--- config.mk ---
export PLATFORM = sky130hd
export DESIGN_NAME = hellorld_uart_rx
export DESIGN_NICKNAME = d
export VERILOG_FILES = /design/src/rtl/uart_rx_pkg.sv /design/src/rtl/hellorld_uart_rx_fifo.sv /design/src/rtl/hellorld_uart_rx.sv
export SDC_FILE = /design/constraint.sdc
export NUM_CORES = 1
export LEC_CHECK = 0
export CAP_MARGIN = 20
export CORE_UTILIZATION = 50
export CTS_BUF_LIST = sky130_fd_sc_hd__clkbuf_4 sky130_fd_sc_hd__clkbuf_8
export CTS_CLUSTER_DIAMETER = 40
export CTS_CLUSTER_SIZE = 25
export DETAILED_ROUTE_END_ITERATION = 16
export PLACE_DENSITY = 0.72
export SLEW_MARGIN = 20
export SYNTH_ARGS = -nofsm -noshare
export SYNTH_HDL_FRONTEND = slang
export SYNTH_HIERARCHICAL = 1
export SYNTH_SLANG_ARGS = --single-unit
--- constraint.sdc ---
create_clock -name clk_i -period 3 [get_ports clk_i]
set_clock_uncertainty 0.15 [all_clocks]
set_input_delay 0.6 -clock clk_i [delete_from_list [all_inputs] [get_ports clk_i]]
set_output_delay 0.6 -clock clk_i [all_outputs]
set_load 0.005 [all_outputs]
--- src/rtl/uart_rx_pkg.sv ---
// rtl/uart_rx_pkg.sv - shared types and constants for the hellorld UART receiver
package uart_rx_pkg;

  // Receive FSM states
  typedef enum logic [2:0] {
    IDLE    = 3'd0,
    START   = 3'd1,
    DATA    = 3'd2,
    STOP    = 3'd3,
    WAIT_HI = 3'd4
  } rx_state_e;

  // Smallest usable clocks-per-bit; keeps the half-bit count >= 1
  localparam int MIN_DIV   = 4;
  localparam int DATA_BITS = 8;

endpackage

--- src/rtl/hellorld_uart_rx_fifo.sv ---
// rtl/hellorld_uart_rx_fifo.sv - first-word-fall-through byte FIFO for the UART receiver
module hellorld_uart_rx_fifo
  import uart_rx_pkg::*;
#(
  parameter int DEPTH = 4
) (
  input  logic                       clk_i,
  input  logic                       rst_n,
  input  logic                       push,
  input  logic [DATA_BITS-1:0]       din,
  output logic                       full,
  input  logic                       pop,
  output logic [DATA_BITS-1:0]       dout,
  output logic                       empty,
  output logic [$clog2(DEPTH):0]     level
);

  localparam int AW = $clog2(DEPTH);

  logic [AW:0]          r_wr_ptr;
  logic [AW:0]          r_rd_ptr;
  logic [DATA_BITS-1:0] r_mem [DEPTH];
  logic                 w_do_pop;
  logic                 w_do_push;

  // Extra pointer bit distinguishes full from empty
  assign level = r_wr_ptr - r_rd_ptr;
  assign empty = (level == '0);
  assign full  = (level == (AW+1)'(DEPTH));
  assign dout  = r_mem[r_rd_ptr[AW-1:0]];

  // A pop frees a slot in the same cycle, so a push while full is accepted alongside it
  assign w_do_pop  = pop && !empty;
  assign w_do_push = push && (!full || w_do_pop);

  // Pointer and storage update; storage cleared so the head reads 0 after reset
  always_ff @(posedge clk_i or negedge rst_n) begin
    if (!rst_n) begin
      r_wr_ptr <= '0;
      r_rd_ptr <= '0;
      for (int i = 0; i < DEPTH; i++) begin
        r_mem[i] <= '0;
      end
    end else begin
      if (w_do_push) begin
        r_mem[r_wr_ptr[AW-1:0]] <= din;
        r_wr_ptr                <= r_wr_ptr + 1'b1;
      end
      if (w_do_pop) begin
        r_rd_ptr <= r_rd_ptr + 1'b1;
      end
    end
  end

endmodule

--- src/rtl/hellorld_uart_rx.sv ---
// rtl/hellorld_uart_rx.sv - 8N1 serial receiver with sticky error flags and byte FIFO
module hellorld_uart_rx
  import uart_rx_pkg::*;
#(
  parameter int DIV_W       = 16,
  parameter int FIFO_DEPTH  = 4,
  parameter int SYNC_STAGES = 2
) (
  input  logic                          clk_i,
  input  logic                          rst_n,
  input  logic                          rx_i,
  input  logic [DIV_W-1:0]              baud_div,
  output logic [7:0]                    data_o,
  output logic                          valid_o,
  input  logic                          ready_i,
  output logic [$clog2(FIFO_DEPTH):0]   level_o,
  output logic                          busy_o,
  output logic                          frame_err_o,
  output logic                          overrun_o,
  input  logic                          clear_i
);

  localparam int BW = $clog2(DATA_BITS);
  localparam logic [BW-1:0] BIT_LAST = BW'(DATA_BITS - 1);

  logic [SYNC_STAGES-1:0] r_sync;
  logic                   r_rxs_d;
  rx_state_e              r_state;
  logic [DIV_W-1:0]       r_cnt;
  logic [DIV_W-1:0]       r_div;
  logic [BW-1:0]          r_bitidx;
  logic [DATA_BITS-1:0]   r_sr;
  logic                   r_frame_err;
  logic                   r_overrun;

  logic                   w_rxs;
  logic                   w_start_edge;
  logic                   w_tick;
  logic [DIV_W-1:0]       w_div_new;
  logic                   w_push;
  logic                   w_stop_bad;
  logic                   w_full;
  logic                   w_empty;
  logic                   w_pop;

  assign w_rxs        = r_sync[SYNC_STAGES-1];
  assign w_start_edge = !w_rxs && r_rxs_d;
  assign w_tick       = (r_cnt == '0);
  assign w_div_new    = (baud_div < DIV_W'(MIN_DIV)) ? DIV_W'(MIN_DIV) : baud_div;

  // Stop-bit decisions are combinational so the byte lands in the FIFO on the tick edge
  assign w_push     = (r_state == STOP) && w_tick && w_rxs;
  assign w_stop_bad = (r_state == STOP) && w_tick && !w_rxs;

  assign valid_o     = !w_empty;
  assign w_pop       = valid_o && ready_i;
  assign busy_o      = (r_state != IDLE);
  assign frame_err_o = r_frame_err;
  assign overrun_o   = r_overrun;

  // Metastability synchronizer plus one delayed copy for start-edge detection
  always_ff @(posedge clk_i or negedge rst_n) begin
    if (!rst_n) begin
      r_sync  <= '1;
      r_rxs_d <= 1'b1;
    end else begin
      r_sync  <= SYNC_STAGES'({r_sync, rx_i});
      r_rxs_d <= w_rxs;
    end
  end

  // Receive FSM with bit-timing counter, shift register and sticky framing flag
  always_ff @(posedge clk_i or negedge rst_n) begin
    if (!rst_n) begin
      r_state     <= IDLE;
      r_cnt       <= '0;
      r_div       <= DIV_W'(MIN_DIV);
      r_bitidx    <= '0;
      r_sr        <= '0;
      r_frame_err <= 1'b0;
    end else begin
      if (w_stop_bad) begin
        r_frame_err <= 1'b1;
      end else if (clear_i) begin
        r_frame_err <= 1'b0;
      end

      case (r_state)
        IDLE: begin
          if (w_start_edge) begin
            r_div   <= w_div_new;
            r_cnt   <= (w_div_new >> 1) - DIV_W'(1);
            r_state <= START;
          end
        end
        START: begin
          if (!w_tick) begin
            r_cnt <= r_cnt - DIV_W'(1);
          end else if (w_rxs) begin
            r_state <= IDLE;
          end else begin
            r_cnt    <= r_div - DIV_W'(1);
            r_bitidx <= '0;
            r_state  <= DATA;
          end
        end
        DATA: begin
          if (!w_tick) begin
            r_cnt <= r_cnt - DIV_W'(1);
          end else begin
            r_sr  <= {w_rxs, r_sr[DATA_BITS-1:1]};
            r_cnt <= r_div - DIV_W'(1);
            if (r_bitidx == BIT_LAST) begin
              r_state <= STOP;
            end else begin
              r_bitidx <= r_bitidx + 1'b1;
            end
          end
        end
        STOP: begin
          if (!w_tick) begin
            r_cnt <= r_cnt - DIV_W'(1);
          end else if (w_rxs) begin
            r_state <= IDLE;
          end else begin
            r_state <= WAIT_HI;
          end
        end
        WAIT_HI: begin
          // Hold off until the line returns high so a break is not read as 0x00 bytes
          if (w_rxs) begin
            r_state <= IDLE;
          end
        end
        default: r_state <= IDLE;
      endcase
    end
  end

  // Sticky overrun: a good byte arrived with no room and no simultaneous pop
  always_ff @(posedge clk_i or negedge rst_n) begin
    if (!rst_n) begin
      r_overrun <= 1'b0;
    end else if (w_push && w_full && !w_pop) begin
      r_overrun <= 1'b1;
    end else if (clear_i) begin
      r_overrun <= 1'b0;
    end
  end

  hellorld_uart_rx_fifo #(
    .DEPTH (FIFO_DEPTH)
  ) u_fifo (
    .clk_i (clk_i),
    .rst_n (rst_n),
    .push  (w_push),
    .din   (r_sr),
    .full  (w_full),
    .pop   (w_pop),
    .dout  (data_o),
    .empty (w_empty),
    .level (level_o)
  );

endmodule

---- After elaboration in Yosys (flattened, before gate mapping) ----
Cells that the tools add are included.
word-level totals
  memory bits (writable) .................. 0
  bits of input ports ..................... 21
  memory bits (read-only) ................. 0
  register bits after elaboration ......... 89
  word-level logic and storage cells ...... 102
  latch bits .............................. 0
  memories kept ........................... 0
operators by class
  shifts and indexed selects .............. 0
  bitwise operators ....................... 2
  divide/modulo/power cells ............... 0
  eq/ne operators ......................... 16
  add/sub/neg operators ................... 7
  mux-type cells .......................... 30
  multiply operators ...................... 0
  magnitude comparators ................... 4
  reduce and logical (&&, ||, !) cells .... 28
operators with widths
  kind                   count
  $mux 16                6
  $pmux 16 s4            1
  $mux 3                 11
  $bwmux 32              1
  $sub 16x1->16 const B  2
  $mux 8                 3
  $ne 2x2->1 const B     9
  $bmux 8 s2             1
  $demux 8 s2            1
  $logic_not 16->1       1
  $lt 16x3->1 const B    1
  $sub 15x1->16 const B  1
  $pmux 3 s5             1
  $logic_and 1x1->1      10
  $add 3x1->3 const B    3
  $eq 3x3->1 const B     3
  $eq 3x2->1 const B     2
  $ge 3x3->1 const B     2
  $logic_not 3->1        2
  $not 2->3              2
  $pmux 3 s2             1
  $reduce_and 6->1       1
  $reduce_bool 2->1      3
  $reduce_and 5->1       1
  12 further kinds       18

---- Logic depth before layout (Yosys ltp) ----
  depth in word-level cells ............... 7
  mapped depth ............................ 11
  depth with buffers taken out ............ 9

---- By module ----
The synthesis kept the hierarchy.
by module, submodules not included
  module                 sequential area each (um^2)  instances  area an instance (um^2)  cells each
  hellorld_uart_rx       1281.2                       1          3175.5                   341
  hellorld_uart_rx_fifo  950.9                        1          1830.5                   115

---- Worst setup path before layout ----
OpenSTA, ideal clock, no wires.
  kind .................................... reg-to-reg
  start point ............................. register r_cnt[0]
  end point ............................... register u_fifo/r_mem[0] (netlist name)
  arrival ................................. 2.916 ns
  slack ................................... -0.191 ns
  cell stages (with the launch flop) ...... 12
  clock period less this slack ............ 3.191 ns
  data required time ...................... 2.725 ns
  cell sequence ........................... dfrtp_1 inv_1 ha_1 or4b_1 or2_2 clkbuf_1 nor2_1 buf_4 and3_1 nand2_1 a21oi_4 mux2_2
on the way
  word-level cells in the longest chain between the ends .. 4
RTL lines
  element                         line                         text
  start: declaration              hellorld_uart_rx.sv:29       logic [DIV_W-1:0] r_cnt;
  start signal: assignment        hellorld_uart_rx.sv:92       r_cnt <= (w_div_new >> 1) - DIV_W'(1);
  start signal: assignment        hellorld_uart_rx.sv:98       r_cnt <= r_cnt - DIV_W'(1);
  start signal: assignment        hellorld_uart_rx.sv:102      r_cnt <= r_div - DIV_W'(1);
  $logic_not 16->1                hellorld_uart_rx.sv:48       assign w_tick = (r_cnt == '0);
  $logic_and 1x1->1 (2 in a row)  hellorld_uart_rx.sv:52       assign w_push = (r_state == STOP) && w_tick && w_rxs;
  named net w_push                hellorld_uart_rx.sv:40       logic w_push;
  $logic_and 1x1->1               hellorld_uart_rx_fifo.sv:34  assign w_do_push = push && (!full || w_do_pop);
  end signal: indexed assignment  hellorld_uart_rx_fifo.sv:46  r_mem[r_wr_ptr[AW-1:0]] <= din;
  end: declaration                hellorld_uart_rx_fifo.sv:22  logic [DATA_BITS-1:0] r_mem [DEPTH];
The timed path passes the listed nets, and every way through them passes these cells.
A chain may end at the register's enable or synchronous reset.

---- Final worst setup path ----
  start point ............................. register u_fifo.r_wr_ptr[0]
  end point ............................... output port level_o[1]
on the way
  word-level cells in the longest chain between the ends .. 1
RTL lines
  element                   line                         text
  start: declaration        hellorld_uart_rx_fifo.sv:20  logic [AW:0] r_wr_ptr;
  start signal: assignment  hellorld_uart_rx_fifo.sv:47  r_wr_ptr <= r_wr_ptr + 1'b1;
  $sub 3x3->3               hellorld_uart_rx_fifo.sv:27  assign level = r_wr_ptr - r_rd_ptr;
  end: declaration          hellorld_uart_rx.sv:16       output logic [$clog2(FIFO_DEPTH):0] level_o,
Every way passes these cells.

==> impl_metrics.csv <==
group,metric,value,unit
hold_path,hold_path_class,"primary input to async pin",
clocking,numCtsBuffers,9,
final_layout,syn_to_final_growth,22.9,%
critical_path,required,2250,ps
sta,fin_ws,54.6,ps
synthesis,synth_edf_count,0,
sta,worstMarginPinSlew,652,ps
sta,tns,0,ps
power,clkPwrFrac,0.182,
clocking,postCtsHoldBufs,0,
floorplan,rows,36,
floorplan,die_w,102,um
detailed_routing,first_pass_iters,10,
floorplan,pin_count,36,
final_layout,layout_common_cells,"dfrtp_1, mux2_2, buf_4",
final_layout,final_cells,675,
sta,period_minus_slack,2950,ps
synthesis,synth_top_area_cell,"dfrtp_1",
detailed_routing,drt-wirelength-per-cell,17.0,um
sta,fmax,0.340,GHz
synthesis,syn_inst,456,
detailed_routing,drc,1,
power,p_int,2.80,mW
placed_design,dp_cells,654,
sta,finalSetupViolations,0,
power,leakagePower,2.62,nW
final_layout,finalInstanceArea,6150,um2
synthesis,synth_nets,489,
placed_design,place_area,5890,um2
synthesis,ys_ff_latch,89,
power,power_density,753,nW/um2
synthesis,async_flop_share,1.00,
power,pwr-share-seq,0.382,
clocking,clock_path_buffers,2,
critical_path,startpoint,"u_fifo/r_wr_ptr[0]",
clocking,ctsHtreeMaxLevel,3,
status,run_status,"finished with violations",
detailed_routing,ant_nets,0,
placed_design,gp_congestion,0.876,
power,switching_share,0.396,
power,p_switching,1.83,mW
power,power_frac_comb,0.436,
floorplan,start_util,0.515,
global_routing,grt_max_degree,50,
synthesis,synth_top_cells_by_area,"dfrtp_1, mux2_2, mux4_2",
detailed_routing,drt_iter0_drc,226,
detailed_routing,routed_via_density,5.72,
clocking,clockRootBuffer,"clkbuf_8",
placed_design,io_buffer_count,35,
sta,relSlewSlack,0.566,
detailed_routing,vias,3859,
synthesis,ys.flop_type,"dfrtp_1",
sta,finalCritPeriodShare,0.982,
floorplan,coreArea,9730,um2
synthesis,netlist_area,5010,um2
clocking,path_clk_slew,100,ps
synthesis,ys_seq_area_frac,0.446,
placed_design,place_ws,-114,ps
floorplan,die_y,102,um
global_routing,grt_pass1_wl,18500,um
critical_path,reg2reg_from,"u_fifo/r_wr_ptr[0]",
global_routing,grt_util_all_layers,0.235,
final_layout,final_common_cell,"dfrtp_1",
sta,report.final.slew_viol_count,0,
detailed_routing,drt-total-wl,11500,um
critical_path,cp_max_fo,4,
placed_design,dp.final_hpwl,8370,um
sta,grt_setup_unrepaired,"false",
final_layout,insertedDiodeCount,0,
global_routing,antenna_found_initial,0,
critical_path,crit_type,"register to output port",
synthesis,yosys.area.top_type_share,0.425,
synthesis,avgSynthCellArea,11.0,um2
critical_path,startpoint_type,"register",
status,violations,"DRC",
final_layout,drive_gt1_frac,0.304,
clocking,cts.sinks,89,
final_layout,final_util,0.633,
clocking,cts_tree,"yes",
global_routing,grt_pass1_vias,3799,
critical_path,end_kind,"output port",
final_layout,layout.nets,570,
critical_path,arrival,2200,ps
sta,hold_viol,0,
synthesis,ys_types,65,
power,irDropWorstVdd,350,uV
floorplan,die_area,10400,um2
global_routing,gr-total-overflow,0,
flow_run,max_cap_viol_count,0,
clocking,clk_latency,370,ps
synthesis,ys_warn_count,6,
-- layout make-up --
type                            instances  area (um2)
Clock buffer                            9         124
Multi-Input combinational cell        337        2670
Timing Repair Buffer                   89         837
Sequential cell                        89        2230
Clock inverter                          7        81.3
Tap cell                              133         166
Inverter                               11        41.3
Fill cell                             801        3570
-- per-stage QoR --
step           hold slack [ps]  total power, mW
5_1_grt                    139             4.93
3_3_place_gp               198             3.67
3_5_place_dp               199             3.72
6_report                  95.9             4.63
2_1_floorplan              154             3.10
4_1_cts                    110             4.63
-- power by group through the flow --
stage	registers (mW)	logic, mW	clock network (mW)
after floorplan	1.70	1.40	0
after global placement	1.78	1.89	0
after detailed placement	1.78	1.94	0
after CTS	1.76	2.01	0.863
after global routing	1.81	2.21	0.908
final	1.77	2.02	0.843
-- kinds of logic after synthesis --
group                    synth area share
multiplexers                        0.170
AO/OA/AOI/OAI                       0.118
buffers and inverters              0.0282
AND/OR/NAND/NOR                     0.149
XOR/XNOR                           0.0572
flip-flops                          0.446
adder cells (fa/ha/maj)            0.0315
-- layer usage --
layer / vias to the layer above / share of wire / track usage
li1: 1846 / - / -
met3: 13 / 0.049 / 0.0486
met1: 1897 / 0.47 / 0.336
met2: 103 / 0.47 / 0.361
met5: - / 0 / 0
met4: 0 / 0.013 / 0.0670
-- flip-flops by register name, indices dropped and copies added, names as in the netlist --
name and count:
r_sync 2, r_div 16, frame_err_o 1, u_fifo/r_rd_ptr 3, r_cnt 16, r_rxs_d 1, r_bitidx 3, u_fifo/r_mem 32
u_fifo/r_wr_ptr 3, overrun_o 1, r_state 3, r_sr 8
-- what timing repair did --
item,in CTS,in global routing
endpoints found under the setup margin,2,15
pin swaps,2,0
setup buffers,4,1
gates resized for setup,6,5
-- path summary, 6_finish.rpt --
path / cells past startpoint / to / slack (ps)
worst max-delay path: 6 / level_o[1] / 50
worst min register to register: 0 / r_sync[1] / 210
min in group clk_i: 0 / r_sync[1] / 210
worst max register to register: 11 / u_fifo/r_mem[0] / 130
worst min-delay path: 1 / r_cnt[6] / 100
max in group asynchronous: 2 / r_div[2] / 1910
-- worst max-delay path: stages (launching register included) --
cell and delay (ps):
dfrtp_1 400, inv_2 100, ha_2 190, fa_2 450, buf_4 150, inv_1 50
clkdlybuf4s50_1 490
-- cells in the mapped netlist (all sizes together), types with 2 or more instances --
| master | n |
|---|---|
| nor4 | 8 |
| or4 | 11 |
| a21oi | 22 |
| nand2 | 29 |
| o31ai | 3 |
| nor3 | 16 |
| mux2i | 3 |
| dfstp | 4 |
| nand4 | 4 |
| a31oi | 3 |
| dfrtp | 85 |
| nor4b | 2 |
| xnor2 | 18 |
| o221ai | 2 |
| a21boi | 2 |
| o22ai | 6 |
| a22o | 4 |
| xor2 | 12 |
| a2bb2oi | 3 |
| inv | 11 |
| mux4 | 8 |
| buf | 11 |
| or4b | 2 |
| or2 | 3 |
| nand3b | 3 |
| nor2 | 32 |
| a22oi | 2 |
| o21ai | 26 |
| nor2b | 6 |
| o2bb2ai | 2 |
| nand3 | 13 |
| nor3b | 2 |
| or3 | 5 |
| mux2 | 57 |
| ha | 11 |
| clkbuf | 8 |
(Power assumes the default switching activity.)
